--- src/rtl/tx_arbiter_if.sv ---
// Bundle of request, serializer and reply-tracking signals around tx_arbiter.
// The arbiter connects through the master modport; the scheduler, prefetcher,
// serializer and deserializer side connects through the slave modport.
interface tx_arbiter_if #(
  parameter int NSHIFT   = 2,
  parameter int CMD_BITS = 2
);
  // Scheduler requester
  logic                sched_cmd_valid;
  logic [CMD_BITS-1:0] sched_cmd;
  logic                sched_reply_wanted;
  logic                sched_reserve;
  logic [NSHIFT-1:0]   sched_tx_data;
  logic                sched_started;
  logic                sched_data_next;

  // Prefetch requester
  logic                pf_cmd_valid;
  logic [CMD_BITS-1:0] pf_cmd;
  logic [NSHIFT-1:0]   pf_tx_data;
  logic                pf_started;
  logic                pf_data_next;

  // TX serializer
  logic                tx_command_valid;
  logic [CMD_BITS-1:0] tx_command;
  logic                tx_command_started;
  logic [NSHIFT-1:0]   tx_data;
  logic                tx_data_next;
  logic                tx_done;

  // RX deserializer / reply steering
  logic                rx_done;
  logic                rx_for_sched;
  logic                rx_tag_valid;
  logic                rx_unexpected;

  modport master (
    input  sched_cmd_valid, sched_cmd, sched_reply_wanted, sched_reserve, sched_tx_data,
    output sched_started, sched_data_next,
    input  pf_cmd_valid, pf_cmd, pf_tx_data,
    output pf_started, pf_data_next,
    output tx_command_valid, tx_command, tx_data,
    input  tx_command_started, tx_data_next, tx_done,
    input  rx_done,
    output rx_for_sched, rx_tag_valid, rx_unexpected
  );

  modport slave (
    output sched_cmd_valid, sched_cmd, sched_reply_wanted, sched_reserve, sched_tx_data,
    input  sched_started, sched_data_next,
    output pf_cmd_valid, pf_cmd, pf_tx_data,
    input  pf_started, pf_data_next,
    input  tx_command_valid, tx_command, tx_data,
    output tx_command_started, tx_data_next, tx_done,
    output rx_done,
    input  rx_for_sched, rx_tag_valid, rx_unexpected
  );
endinterface

--- src/rtl/tx_arbiter.sv ---
// tx_arbiter: shares the serial TX command channel between the instruction
// scheduler and the PC prefetcher. One owner is locked per transaction, the
// serializer's data strobes are routed to that owner, and an in-order tag FIFO
// records which requester each outstanding read reply belongs to.
//
// Optional feature: define ARB_ROUND_ROBIN_EN to replace fixed scheduler
// priority with alternating priority between the two requesters.
module tx_arbiter #(
  parameter int NSHIFT          = 2,
  parameter int CMD_BITS        = 2,
  parameter int MAX_OUTSTANDING = 2
) (
  input logic        clk,
  input logic        rst_n,
  tx_arbiter_if.master bus
);

  localparam int PTR_W = (MAX_OUTSTANDING > 1) ? $clog2(MAX_OUTSTANDING) : 1;
  localparam int CNT_W = $clog2(MAX_OUTSTANDING + 1);

  localparam logic [1:0] ST_IDLE    = 2'd0;
  localparam logic [1:0] ST_OFFERED = 2'd1;
  localparam logic [1:0] ST_BUSY    = 2'd2;

  // ---------------------------------------------------------------------------
  // State
  // ---------------------------------------------------------------------------
  logic [1:0]       state_reg;
  logic [1:0]       state_next;
  // 1 = scheduler. Holds the offered winner in OFFERED and the owner in BUSY.
  logic             owner_sched_reg;
  logic             owner_sched_next;

  logic             tag_mem [MAX_OUTSTANDING];
  logic [PTR_W-1:0] rd_ptr_reg;
  logic [PTR_W-1:0] wr_ptr_reg;
  logic [CNT_W-1:0] count_reg;
  logic             unexpected_reg;

  // ---------------------------------------------------------------------------
  // Eligibility and winner selection
  // ---------------------------------------------------------------------------
  logic fifo_full;
  logic fifo_empty;
  logic sched_elig;
  logic pf_elig;
  logic pf_first;
  logic pick_sched;
  logic pick_pf;
  logic has_winner;

  assign fifo_full  = (count_reg == CNT_W'(MAX_OUTSTANDING));
  assign fifo_empty = (count_reg == '0);

  // A scheduler command that needs no reply never consumes a tag slot, so it
  // may go ahead even while the reply FIFO is full.
  assign sched_elig = bus.sched_cmd_valid && (!fifo_full || !bus.sched_reply_wanted);
  // Prefetches always expect a reply, and a scheduler reservation holds them off.
  assign pf_elig    = bus.pf_cmd_valid && !fifo_full && !bus.sched_reserve;

`ifdef ARB_ROUND_ROBIN_EN
  // Priority goes to whichever requester was not served by the last accepted
  // command; with alternating traffic this toggles on every acceptance.
  logic prio_pf_reg;
  logic accept_rr;

  assign pf_first = prio_pf_reg;

  // Remember who was served last so the other side wins the next tie.
  always_ff @(posedge clk or negedge rst_n) begin
    if (!rst_n) begin
      prio_pf_reg <= 1'b0;
    end else if (accept_rr) begin
      prio_pf_reg <= owner_sched_next;
    end
  end
`else
  // Fixed priority: the scheduler always wins a tie.
  assign pf_first = 1'b0;
`endif

  assign pick_sched = sched_elig && !(pf_first && pf_elig);
  assign pick_pf    = pf_elig && !pick_sched;
  assign has_winner = pick_sched || pick_pf;

  // ---------------------------------------------------------------------------
  // Offer / accept datapath
  // ---------------------------------------------------------------------------
  logic offering;
  logic cur_sched;
  logic accept;
  logic winner_wants_reply;
  logic push;
  logic pop;
  logic data_from_sched;
  logic busy;

  assign busy     = (state_reg == ST_BUSY);
  assign offering = ((state_reg == ST_IDLE) && has_winner) || (state_reg == ST_OFFERED);

  // In IDLE the live pick is used; once offered or busy the grant is frozen.
  assign cur_sched = (state_reg == ST_IDLE) ? pick_sched : owner_sched_reg;

  // Header acceptance is only meaningful while a command is on offer; any
  // started strobe during BUSY is ignored.
  assign accept = offering && bus.tx_command_started;

  assign winner_wants_reply = cur_sched ? bus.sched_reply_wanted : 1'b1;
  assign push = accept && winner_wants_reply;
  assign pop  = bus.rx_done && !fifo_empty;

  // Payload source: the candidate in IDLE (scheduler if nobody is asking),
  // otherwise the locked owner.
  assign data_from_sched = (state_reg == ST_IDLE) ? !pick_pf : owner_sched_reg;

  assign bus.tx_command_valid = offering;
  assign bus.tx_command       = offering ? (cur_sched ? bus.sched_cmd : bus.pf_cmd)
                                         : '0;
  assign bus.sched_started    = accept && cur_sched;
  assign bus.pf_started       = accept && !cur_sched;

  assign bus.sched_data_next  = busy && owner_sched_reg  && bus.tx_data_next;
  assign bus.pf_data_next     = busy && !owner_sched_reg && bus.tx_data_next;

  // Bitwise payload mux so each serial lane is selected independently.
  generate
    for (genvar gi = 0; gi < NSHIFT; gi++) begin : g_data_mux
      assign bus.tx_data[gi] = data_from_sched ? bus.sched_tx_data[gi]
                                               : bus.pf_tx_data[gi];
    end
  endgenerate

  // ---------------------------------------------------------------------------
  // Arbitration FSM
  // ---------------------------------------------------------------------------
  // Next-state and grant-lock logic for IDLE -> OFFERED -> BUSY -> IDLE.
  always_comb begin
    state_next       = state_reg;
    owner_sched_next = owner_sched_reg;
    case (state_reg)
      ST_IDLE: begin
        if (has_winner) begin
          owner_sched_next = pick_sched;
          state_next       = bus.tx_command_started ? ST_BUSY : ST_OFFERED;
        end
      end
      ST_OFFERED: begin
        if (bus.tx_command_started) begin
          state_next = ST_BUSY;
        end
      end
      ST_BUSY: begin
        if (bus.tx_done) begin
          state_next = ST_IDLE;
        end
      end
      default: begin
        state_next = ST_IDLE;
      end
    endcase
  end

`ifdef ARB_ROUND_ROBIN_EN
  assign accept_rr = accept;
`endif

  // Register the FSM state and the locked grant.
  always_ff @(posedge clk or negedge rst_n) begin
    if (!rst_n) begin
      state_reg       <= ST_IDLE;
      owner_sched_reg <= 1'b0;
    end else begin
      state_reg       <= state_next;
      owner_sched_reg <= owner_sched_next;
    end
  end

  // ---------------------------------------------------------------------------
  // Reply-owner tag FIFO
  // ---------------------------------------------------------------------------
  function automatic logic [PTR_W-1:0] ptr_inc(input logic [PTR_W-1:0] p);
    if (p == PTR_W'(MAX_OUTSTANDING - 1)) begin
      return '0;
    end
    return p + PTR_W'(1);
  endfunction

  // Tag storage: write the winner's identity at the tail on each push.
  always_ff @(posedge clk or negedge rst_n) begin
    if (!rst_n) begin
      for (int i = 0; i < MAX_OUTSTANDING; i++) begin
        tag_mem[i] <= 1'b0;
      end
    end else if (push) begin
      tag_mem[wr_ptr_reg] <= cur_sched;
    end
  end

  // Pointers and occupancy; a push and pop together leave the count unchanged.
  always_ff @(posedge clk or negedge rst_n) begin
    if (!rst_n) begin
      rd_ptr_reg <= '0;
      wr_ptr_reg <= '0;
      count_reg  <= '0;
    end else begin
      if (push) begin
        wr_ptr_reg <= ptr_inc(wr_ptr_reg);
      end
      if (pop) begin
        rd_ptr_reg <= ptr_inc(rd_ptr_reg);
      end
      case ({push, pop})
        2'b10:   count_reg <= count_reg + CNT_W'(1);
        2'b01:   count_reg <= count_reg - CNT_W'(1);
        default: count_reg <= count_reg;
      endcase
    end
  end

  // Sticky flag for a reply that arrived with no outstanding read to own it.
  always_ff @(posedge clk or negedge rst_n) begin
    if (!rst_n) begin
      unexpected_reg <= 1'b0;
    end else if (bus.rx_done && fifo_empty) begin
      unexpected_reg <= 1'b1;
    end
  end

  assign bus.rx_tag_valid  = !fifo_empty;
  assign bus.rx_for_sched  = !fifo_empty && tag_mem[rd_ptr_reg];
  assign bus.rx_unexpected = unexpected_reg;

endmodule

--- src/flat_wrapper.sv ---
// flat-port wrapper written by rule: the top's interface ports become plain ports
module tx_arbiter_flat 
#(
  parameter int NSHIFT          = 2,
  parameter int CMD_BITS        = 2,
  parameter int MAX_OUTSTANDING = 2
)
  (clk, rst_n, bus_sched_cmd_valid, bus_sched_cmd, bus_sched_reply_wanted, bus_sched_reserve, bus_sched_tx_data, bus_sched_started, bus_sched_data_next, bus_pf_cmd_valid, bus_pf_cmd, bus_pf_tx_data, bus_pf_started, bus_pf_data_next, bus_tx_command_valid, bus_tx_command, bus_tx_data, bus_tx_command_started, bus_tx_data_next, bus_tx_done, bus_rx_done, bus_rx_for_sched, bus_rx_tag_valid, bus_rx_unexpected);
  tx_arbiter_if #(.NSHIFT(NSHIFT), .CMD_BITS(CMD_BITS)) bus_i ();
  input logic clk;
  input logic rst_n;
  input wire logic [$bits(bus_i.sched_cmd_valid)-1:0] bus_sched_cmd_valid;
  input wire logic [$bits(bus_i.sched_cmd)-1:0] bus_sched_cmd;
  input wire logic [$bits(bus_i.sched_reply_wanted)-1:0] bus_sched_reply_wanted;
  input wire logic [$bits(bus_i.sched_reserve)-1:0] bus_sched_reserve;
  input wire logic [$bits(bus_i.sched_tx_data)-1:0] bus_sched_tx_data;
  output wire logic [$bits(bus_i.sched_started)-1:0] bus_sched_started;
  output wire logic [$bits(bus_i.sched_data_next)-1:0] bus_sched_data_next;
  input wire logic [$bits(bus_i.pf_cmd_valid)-1:0] bus_pf_cmd_valid;
  input wire logic [$bits(bus_i.pf_cmd)-1:0] bus_pf_cmd;
  input wire logic [$bits(bus_i.pf_tx_data)-1:0] bus_pf_tx_data;
  output wire logic [$bits(bus_i.pf_started)-1:0] bus_pf_started;
  output wire logic [$bits(bus_i.pf_data_next)-1:0] bus_pf_data_next;
  output wire logic [$bits(bus_i.tx_command_valid)-1:0] bus_tx_command_valid;
  output wire logic [$bits(bus_i.tx_command)-1:0] bus_tx_command;
  output wire logic [$bits(bus_i.tx_data)-1:0] bus_tx_data;
  input wire logic [$bits(bus_i.tx_command_started)-1:0] bus_tx_command_started;
  input wire logic [$bits(bus_i.tx_data_next)-1:0] bus_tx_data_next;
  input wire logic [$bits(bus_i.tx_done)-1:0] bus_tx_done;
  input wire logic [$bits(bus_i.rx_done)-1:0] bus_rx_done;
  output wire logic [$bits(bus_i.rx_for_sched)-1:0] bus_rx_for_sched;
  output wire logic [$bits(bus_i.rx_tag_valid)-1:0] bus_rx_tag_valid;
  output wire logic [$bits(bus_i.rx_unexpected)-1:0] bus_rx_unexpected;
  assign bus_i.sched_cmd_valid = bus_sched_cmd_valid;
  assign bus_i.sched_cmd = bus_sched_cmd;
  assign bus_i.sched_reply_wanted = bus_sched_reply_wanted;
  assign bus_i.sched_reserve = bus_sched_reserve;
  assign bus_i.sched_tx_data = bus_sched_tx_data;
  assign bus_sched_started = bus_i.sched_started;
  assign bus_sched_data_next = bus_i.sched_data_next;
  assign bus_i.pf_cmd_valid = bus_pf_cmd_valid;
  assign bus_i.pf_cmd = bus_pf_cmd;
  assign bus_i.pf_tx_data = bus_pf_tx_data;
  assign bus_pf_started = bus_i.pf_started;
  assign bus_pf_data_next = bus_i.pf_data_next;
  assign bus_tx_command_valid = bus_i.tx_command_valid;
  assign bus_tx_command = bus_i.tx_command;
  assign bus_tx_data = bus_i.tx_data;
  assign bus_i.tx_command_started = bus_tx_command_started;
  assign bus_i.tx_data_next = bus_tx_data_next;
  assign bus_i.tx_done = bus_tx_done;
  assign bus_i.rx_done = bus_rx_done;
  assign bus_rx_for_sched = bus_i.rx_for_sched;
  assign bus_rx_tag_valid = bus_i.rx_tag_valid;
  assign bus_rx_unexpected = bus_i.rx_unexpected;
  tx_arbiter #(.NSHIFT(NSHIFT), .CMD_BITS(CMD_BITS), .MAX_OUTSTANDING(MAX_OUTSTANDING)) u_core (.clk(clk), .rst_n(rst_n), .bus(bus_i));
endmodule
--- config.mk ---
export PLATFORM = sky130hd
export DESIGN_NAME = tx_arbiter_flat
export DESIGN_NICKNAME = d
export VERILOG_FILES = /design/src/rtl/tx_arbiter_if.sv /design/src/rtl/tx_arbiter.sv /design/src/flat_wrapper.sv
export SDC_FILE = /design/constraint.sdc
export NUM_CORES = 1
export LEC_CHECK = 0
export CAP_MARGIN = 20
export CORE_AREA = 2 2 39 41
export DETAILED_ROUTE_END_ITERATION = 8
export DIE_AREA = 0 0 41 43
export DONT_BUFFER_PORTS = 1
export GPL_ROUTABILITY_DRIVEN = 0
export HOLD_SLACK_MARGIN = 0.02
export PLACE_DENSITY_LB_ADDON = 0.15
export SYNTH_ARGS = -nofsm -noshare
export SYNTH_HDL_FRONTEND = slang
export SYNTH_SLANG_ARGS = --single-unit
export TNS_END_PERCENT = 5
--- constraint.sdc ---
create_clock -name clk -period 1.8 [get_ports clk]
set_input_delay 0.27 -clock clk [delete_from_list [all_inputs] [get_ports clk]]
set_output_delay 0.27 -clock clk [all_outputs]
set_load 0.1 [all_outputs]
==> qor.yml, run 1 <==
r2r_start: "u_core.count_reg[0]"
whs_ns: 0.0781
synth-seq-cells: 10
hold_viol_final: 0
start_kind: "register"
gr-usage-met2_pct: 42.2
critPathKind: "register to output port"
hold_class: "input port to register"
routed_wl_um: 1720
grt_pass1_vias: 614
fin_nets: 116
rr_worst_depth: 7
synth_nets: 83
hold_end: "u_core.state_reg[0]"
tightest_slew_ns: 0.895
slew_viol_final: 0
grt_util_met3_pct: 3.66
initial_core_util_pct: 47.1
min_path_cells: 1
area_growth_pct: 67.8
die_h_um: 43
rrSetupSlack_ns: -0.01
post-route-min-period_ns: 2.04
clock_latency_ns: 0.25
cp_slowest_stage_delay_ns: 0.41
drc: 0
antenna_found_initial: 0
cp_num_buf_inv: 1
ant_nets: 0
clock_skew_ns: 0.00347
routed_via_density: 5.23
cts_htree_levels: 1
critPathSlowestCell: "dfrtp_1"
syn_area_per_cell_sq_um: 10.2
cts_root_buffer: "clkbuf_4"
status: "finished, violations left"
core_region_area_sq_mm: 0.00138
cts_tree: "yes"
cp_max_fo: 6
worstSetupEndpointType: "output port"
design.die.area_sq_mm: 0.00176
io_pins: 30
fmax_mhz: 490
wl_per_cell_um: 15.5
netlist_area_sq_um: 652
max_cap_violations: 0
yosys_warnings: 0
portBuffers: 0
grt_max_degree: 11
fin_ws_ns: -0.240
cts.sinks: 10
synth_cell_types: 29
slew_headroom_pct: 40.3
grt-busiest-layer: "met2"
r2r-end: "u_core.count_reg[1]"
drive_above_1_share_pct: 58.9
firstDrtPassIters: 2
fin_crit_sh_pct: 113
dieWidth_um: 41
clockBufferDepth: 2
rsz0062_at_grt: "true"
grt_pass1_wl_um: 2620
path_delay_family: "flip-flops"
critPathRequiredTime_ns: 1.53
track_usage_pct: 22.1
diodes: 0
arrival_ns: 1.77
gr-usage-met1_pct: 22.3
row_count: 14
syn_inst: 64
dp_hpwl_um: 1350
post-place-ws_ns: -0.0341
worstPathCellList: "nor2b_4 -> nand2_2 -> a31oi_4 -> mux2i_2 -> nor2_4 -> buf_12"
ys_seq_area_share_pct: 38.4
violations: "negative setup slack"
hold_start: "bus_tx_command_started"
setup-violations-final: 8
cts.clk_slew.worst_paths_ns: 0.06
vias: 581
overflow: 0
drt_iter0_markers: 2
cts_buffers: 3
[synthesized netlist by cell type, drive strengths merged]
| cell type | instances | share of area (%) |
|---|---|---|
| a31oi | 2 | 5.2 |
| or2 | 2 | 2.3 |
| o21bai | 1 | 1.2 |
| nor2b | 2 | 3.1 |
| inv | 6 | 3.5 |
| mux2i | 3 | 4.6 |
| nor3b | 1 | 1.2 |
| nor3 | 2 | 1.5 |
| xnor2 | 3 | 5.2 |
| xor2 | 2 | 2.7 |
| ha | 1 | 1.9 |
| nor2 | 9 | 5.6 |
| o31ai | 1 | 1.2 |
| dfrtp | 10 | 38 |
| nand2 | 5 | 2.9 |
| mux2 | 2 | 3.5 |
| a21oi | 2 | 1.5 |
| and4 | 1 | 1.3 |
| a2bb2oi | 2 | 2.7 |
| nand2b | 1 | 0.96 |
| a311oi | 1 | 2.3 |
| o311ai | 1 | 4.0 |
| a21o | 1 | 1.2 |
| o21ai | 3 | 2.3 |
[placed cells by master, fill, tap and decap left out, types with 3 or more instances in the layout]
cell type	instances
buf_12	8
buf_4	18
clkbuf_4	3
dfrtp_1	8
inv_1	5
nand2_1	4
nor2_2	5
[worst register-to-register path, stage by stage (launching register included)]
cell and delay (ns):
dfrtp_1 0.41, nor2b_4 0.23, nor2_2 0.08, o311ai_4 0.28
or2_4 0.18, ha_1 0.27, nor2_2 0.14, xor2_1 0.14
[worst max path at each step]
stage                                   end  cells after the start                 from  slack, ns
final                     bus_tx_command[1]                      6  u_core.count_reg[0]      -0.24
after global routing      bus_tx_command[1]                      6  u_core.count_reg[0]      -0.32
after CTS                 bus_tx_command[1]                      6  u_core.count_reg[0]      -0.20
after detailed placement  bus_tx_command[1]                      6  u_core.count_reg[0]      -0.03
after global placement    bus_tx_command[1]                      6  u_core.state_reg[1]      -0.03
after floorplan           u_core.tag_mem[0]                      5  u_core.count_reg[1]      -0.34
[repair_timing]
| item | 4_1_cts | 5_1_grt |
|---|---|---|
| hold endpoints to repair | 10 | 0 |
| gates resized for setup | 10 | 3 |
| endpoints found under the setup margin | 8 | 9 |
| setup buffers | 2 | 0 |
| pin swaps | 3 | 0 |
| hold buffers | 1 | 0 |
[metal layers]
layer / routed length (um) / up-vias
met4: 0 / 0
met1: 632 / 280
li1: - / 285
met3: 81 / 0
met5: 0 / -
met2: 1000 / 16
[cell type report]
| type | count | area [sq um] |
|---|---|---|
| inverter | 6 | 22.5 |
| clock buffer | 3 | 22.5 |
| multi-input combinational | 48 | 459 |
| tap | 16 | 20.0 |
| sequential | 10 | 253 |
| timing repair buffer | 28 | 317 |
| fill | 95 | 290 |
[metrics by stage]
| step | TNS, ns | instances | instance area [sq um] | utilization (%) |
|---|---|---|---|---|
| after floorplan | -2.39 | 64 | 686 | - |
| after global placement | -0.0772 | 105 | 1000 | 72.4 |
| after detailed placement | -0.0881 | 105 | 1000 | 72.4 |
| after CTS | -1.20 | 111 | 1080 | 78.1 |
| after global routing | -1.90 | 111 | 1090 | 79.0 |
| final | -1.28 | 111 | 1090 | 79.0 |
[kinds of logic after synthesis]
kind of cell | after synthesis | synth area share, %
buf+inv | 6 | 3.45
flops | 10 | 38.4
compound gates | 14 | 21.5
mux | 5 | 8.06
simple gates | 23 | 18.8
xor+xnor | 5 | 7.87
fa+ha+maj | 1 | 1.92
Power of run 1 is not shown: default switching activity piles up to over one toggle a cycle in this logic, so the estimate is an artifact.
==> run 2, diff against run 1 <==
==> constraint.sdc (replaced) <==
create_clock -name clk -period 1.8 [get_ports clk]
set_input_delay 0.36 -clock clk [delete_from_list [all_inputs] [get_ports clk]]
set_output_delay 0.36 -clock clk [all_outputs]
set_load 0.1 [all_outputs]
==> qor.yml, run 2 (synthesis gave the netlist of run 1 again) <==
die_h_um: 43
setup-violations-final: 9
slew_viol_final: 0
dp_cells: 104
clock_skew_ns: 0.00757
row_count: 14
grt_pass1_wl_um: 2700
hold_class: "input port to register"
cp_max_fo: 4
vias: 581
io_pins: 30
regArea_sq_um: 250
arrival_ns: 1.77
hold_viol_final: 0
nFillCells: 73
design.die.area_sq_mm: 0.00176
diodes: 0
whs_ns: 0.148
hold_start: "bus_tx_command_started"
fin_ws_ns: -0.332
status: "finished, violations left"
stdcell_count: 110
fin_nets: 115
cts.sinks: 10
tightest_slew_ns: 0.888
routed_via_density: 5.28
grt_max_degree: 11
gr-usage-met2_pct: 41.6
clockBufferDepth: 2
grt_pass1_vias: 628
layout_common_cells: "buf_4 (17), dfrtp_1 (10), buf_12 (8)"
r2r_start: "u_core.state_reg[0]"
crit_path_start: "u_core.state_reg[0]"
initial_core_util_pct: 47.1
antenna_found_initial: 0
dieWidth_um: 41
critPathKind: "register to output port"
area_growth_pct: 67.4
start_kind: "register"
firstDrtPassIters: 4
wl_per_cell_um: 15.9
core_region_area_sq_mm: 0.00138
ant_nets: 0
cts_root_buffer: "clkbuf_4"
critPathRequiredTime_ns: 1.44
portBuffers: 0
slew_headroom_pct: 40.8
cts_buffers: 3
worstSetupEndpointType: "output port"
drt_iter0_markers: 5
rrSetupSlack_ns: -0.11
drive_above_1_share_pct: 56.4
grt-busiest-layer: "met2"
gr-usage-met1_pct: 23.2
routed_wl_um: 1750
fin_crit_sh_pct: 118
clock_latency_ns: 0.27
overflow: 0
fmax_mhz: 469
cts_htree_levels: 1
cts.clk_slew.worst_paths_ns: 0.06
multiInputGateArea_sq_um: 467
cts_tree: "yes"
violations: "negative setup slack"
drc: 0
track_usage_pct: 23.6
max_cap_violations: 0
grt_util_met3_pct: 7.85
layout_commonest_cell: "buf_4"
rsz0062_at_grt: "true"
dp_hpwl_um: 1320
post-route-min-period_ns: 2.13
==> run 2: final timing paths <==
path | to | cells past startpoint
setup / recovery | bus_tx_data[0] | 5
min in group asynchronous | u_core.count_reg[1] | 1
hold reg to reg | u_core.rd_ptr_reg | 1
setup reg to reg | u_core.count_reg[1] | 8
max in group asynchronous | u_core.tag_mem[0] | 1
hold / removal | u_core.state_reg[0] | 1
==> run 2: critical path, cell delays in order (launching register included) <==
cell and delay [ns]:
dfrtp_1 0.42, nor2_1 0.29, o31ai_1 0.12, nand2_1 0.12
mux2_2 0.37, buf_12 0.17
==> run 2: cell type report <==
type / count / area share, %
clock buffers: 3 / 2.06
inverters: 6 / 2.06
multi-input cells: 48 / 42.8
flip-flops and latches: 10 / 22.9
well taps: 16 / 1.83
repair buffers: 27 / 28.3
==> run 2: per-layer routing <==
| layer | up-vias | share of wire, % |
|---|---|---|
| li1 | 285 | - |
| met1 | 265 | 32 |
| met2 | 27 | 58 |
| met3 | 4 | 8.2 |
| met4 | 0 | 1.7 |
| met5 | - | 0 |
==> run 2: stage by stage <==
stage          setup WS, ns  setup TNS, ns  utilization [%]  instance area (sq um)
2_1_floorplan        -0.410          -2.84                -                    692
3_3_place_gp        -0.0639         -0.128             71.9                    995
3_5_place_dp         -0.186         -0.417             71.9                    995
4_1_cts              -0.315          -2.05             76.9                   1060
5_1_grt              -0.416          -2.96             78.8                   1090
6_report             -0.332          -2.29             78.8                   1090
==> run 2: what timing repair did <==
| item | 4_1_cts | 5_1_grt |
|---|---|---|
| hold buffers | 1 | 0 |
| endpoints found under the setup margin | 8 | 11 |
| gates resized for setup | 9 | 4 |
| pin swaps | 5 | 2 |
| buffers inserted | 1 | 1 |
| endpoints found under the hold margin | 10 | 0 |
Power of run 2 is left out for the same reason.
==> run 3, diff against run 2 <==
--- a/constraint.sdc
+++ b/constraint.sdc
@@ -3,2 +3,2 @@
 set_output_delay 0.36 -clock clk [all_outputs]
-set_load 0.1 [all_outputs]
+set_load 0.05 [all_outputs]
==> qor.yml, run 3 (synthesis gave the netlist of run 1 again) <==
row_count: 14
fin_area_sq_um: 958
placed_cell_area_sq_um: 870
clockBufferDepth: 2
vias: 571
track_usage_pct: 18.6
cts_tree: "yes"
wl_per_cell_um: 13.3
ant_nets: 0
cts.sinks: 10
regArea_sq_um: 251
drive_above_1_share_pct: 49.4
clock_skew_ns: 0.000601
die_h_um: 43
slew_headroom_pct: 68.8
nFillCells: 111
design.die.area_sq_mm: 0.00176
layout_common_cells: "buf_4 (16), dfrtp_1 (9), inv_1 (6), nor2_1 (5)"
cellLeakagePower_nw: 0.426
ir_drop_uv: 1010
dp_hpwl_um: 1120
critPathKind: "register to output port"
cts_buffers: 3
core_region_area_sq_mm: 0.00138
whs_ns: 0.154
cts_root_buffer: "clkbuf_4"
cts_htree_levels: 1
firstDrtPassIters: 4
setup-violations-final: 8
violations: "negative setup slack"
routed_wl_um: 1400
slew_viol_final: 0
stdcell_count: 105
cts.clk_slew.worst_paths_ns: 0.07
hold_class: "input port to register"
status: "finished, violations left"
overflow: 0
grt_max_degree: 11
p_per_area_mw_per_mm2: 2070
multiInputGateArea_sq_um: 427
fin_nets: 109
rsz0062_at_grt: "true"
arrival_ns: 1.70
diodes: 0
clock_latency_ns: 0.26
post-route-min-period_ns: 2.06
max_cap_violations: 0
drt_iter0_markers: 13
worstSetupEndpointType: "output port"
fin_ws_ns: -0.264
cp_max_fo: 6
start_kind: "register"
grt_pass1_wl_um: 2190
drc: 0
initial_core_util_pct: 47.1
dp_cells: 100
critPathRequiredTime_ns: 1.44
antenna_found_initial: 0
dieWidth_um: 41
fin_crit_sh_pct: 115
tightest_slew_ns: 0.468
routed_via_density: 5.44
area_growth_pct: 47.0
io_pins: 30
grt_pass1_vias: 536
hold_viol_final: 0
fmax_mhz: 484
layout_commonest_cell: "buf_4"
portBuffers: 0
## run 3: cell types whose count changed in the layout (fill, tap and decap cells not counted), sizes merged
cell    change
buf         -6
clkbuf      +1
## run 3: metal layers
metal  part of all wire, %  up-vias  track usage, %
li1                      -      273               -
met1                    39      269            22.8
met2                    52       27            27.8
met4                   1.2        0            12.0
met3                   8.1        2            4.19
met5                     0        -               0
## run 3: what timing repair did
item | 4_1_cts | 5_1_grt
endpoints found under the setup margin | 8 | 8
hold buffers | 1 | 0
setup buffers | 0 | 0
pin swaps | 3 | 0
endpoints found under the hold margin | 10 | 0
gates resized for setup | 7 | 2
## run 3: power by group
| part | switching (W) | leakage (nW) | total, W | internal, W |
|---|---|---|---|---|
| Clock | 0.0000789 | 0.0210 | 0.000202 | 0.000123 |
| Combinational | 0.000757 | 0.292 | 0.00137 | 0.000608 |
| Sequential | 0.0000959 | 0.113 | 0.000420 | 0.000324 |
| Total | 0.000932 | 0.426 | 0.00199 | 0.00106 |
## run 3: final timing paths
check,depth (start not counted),slack (ns),from,end
min,1,0.15,bus_tx_command_started,u_core.state_reg[0]
min in group asynchronous,1,0.48,rst_n,u_core.count_reg[1]
min reg2reg,1,0.49,u_core.rd_ptr_reg,u_core.rd_ptr_reg
max,6,-0.26,u_core.count_reg[1],bus_tx_command[1]
max reg2reg,8,-0.01,u_core.count_reg[1],u_core.count_reg[1]
max in group asynchronous,1,0.99,rst_n,u_core.state_reg[1]
## run 3: area by class of cell
| class | count | share of cell area, % |
|---|---|---|
| Multi-Input combinational cell | 48 | 44.5 |
| Sequential cell | 10 | 26.2 |
| Timing Repair Buffer | 21 | 21.0 |
| Clock buffer | 4 | 3.79 |
| Inverter | 6 | 2.35 |
| Tap cell | 16 | 2.09 |
## run 3: critical path, cell delays in order (launching register included)
cell	delay (ns)
dfrtp_1	0.39
nor2b_4	0.16
o21bai_1	0.16
a21oi_1	0.08
or2_2	0.32
nor2_2	0.17
buf_12	0.15
## run 3: through the flow
stage / setup slack, ns / power, W / setup TNS [ns] / utilization, %
6_report: -0.264 / 0.00199 / -1.40 / 69.3
3_5_place_dp: -0.0768 / 0.00170 / -0.191 / 62.8
3_3_place_gp: -0.0446 / 0.00168 / -0.0737 / 62.8
2_1_floorplan: -0.244 / 0.00125 / -0.993 / -
4_1_cts: -0.275 / 0.00199 / -1.48 / 68.9
5_1_grt: -0.336 / 0.00211 / -2.03 / 69.3
No activity file was read; power rests on OpenSTA's default activity.
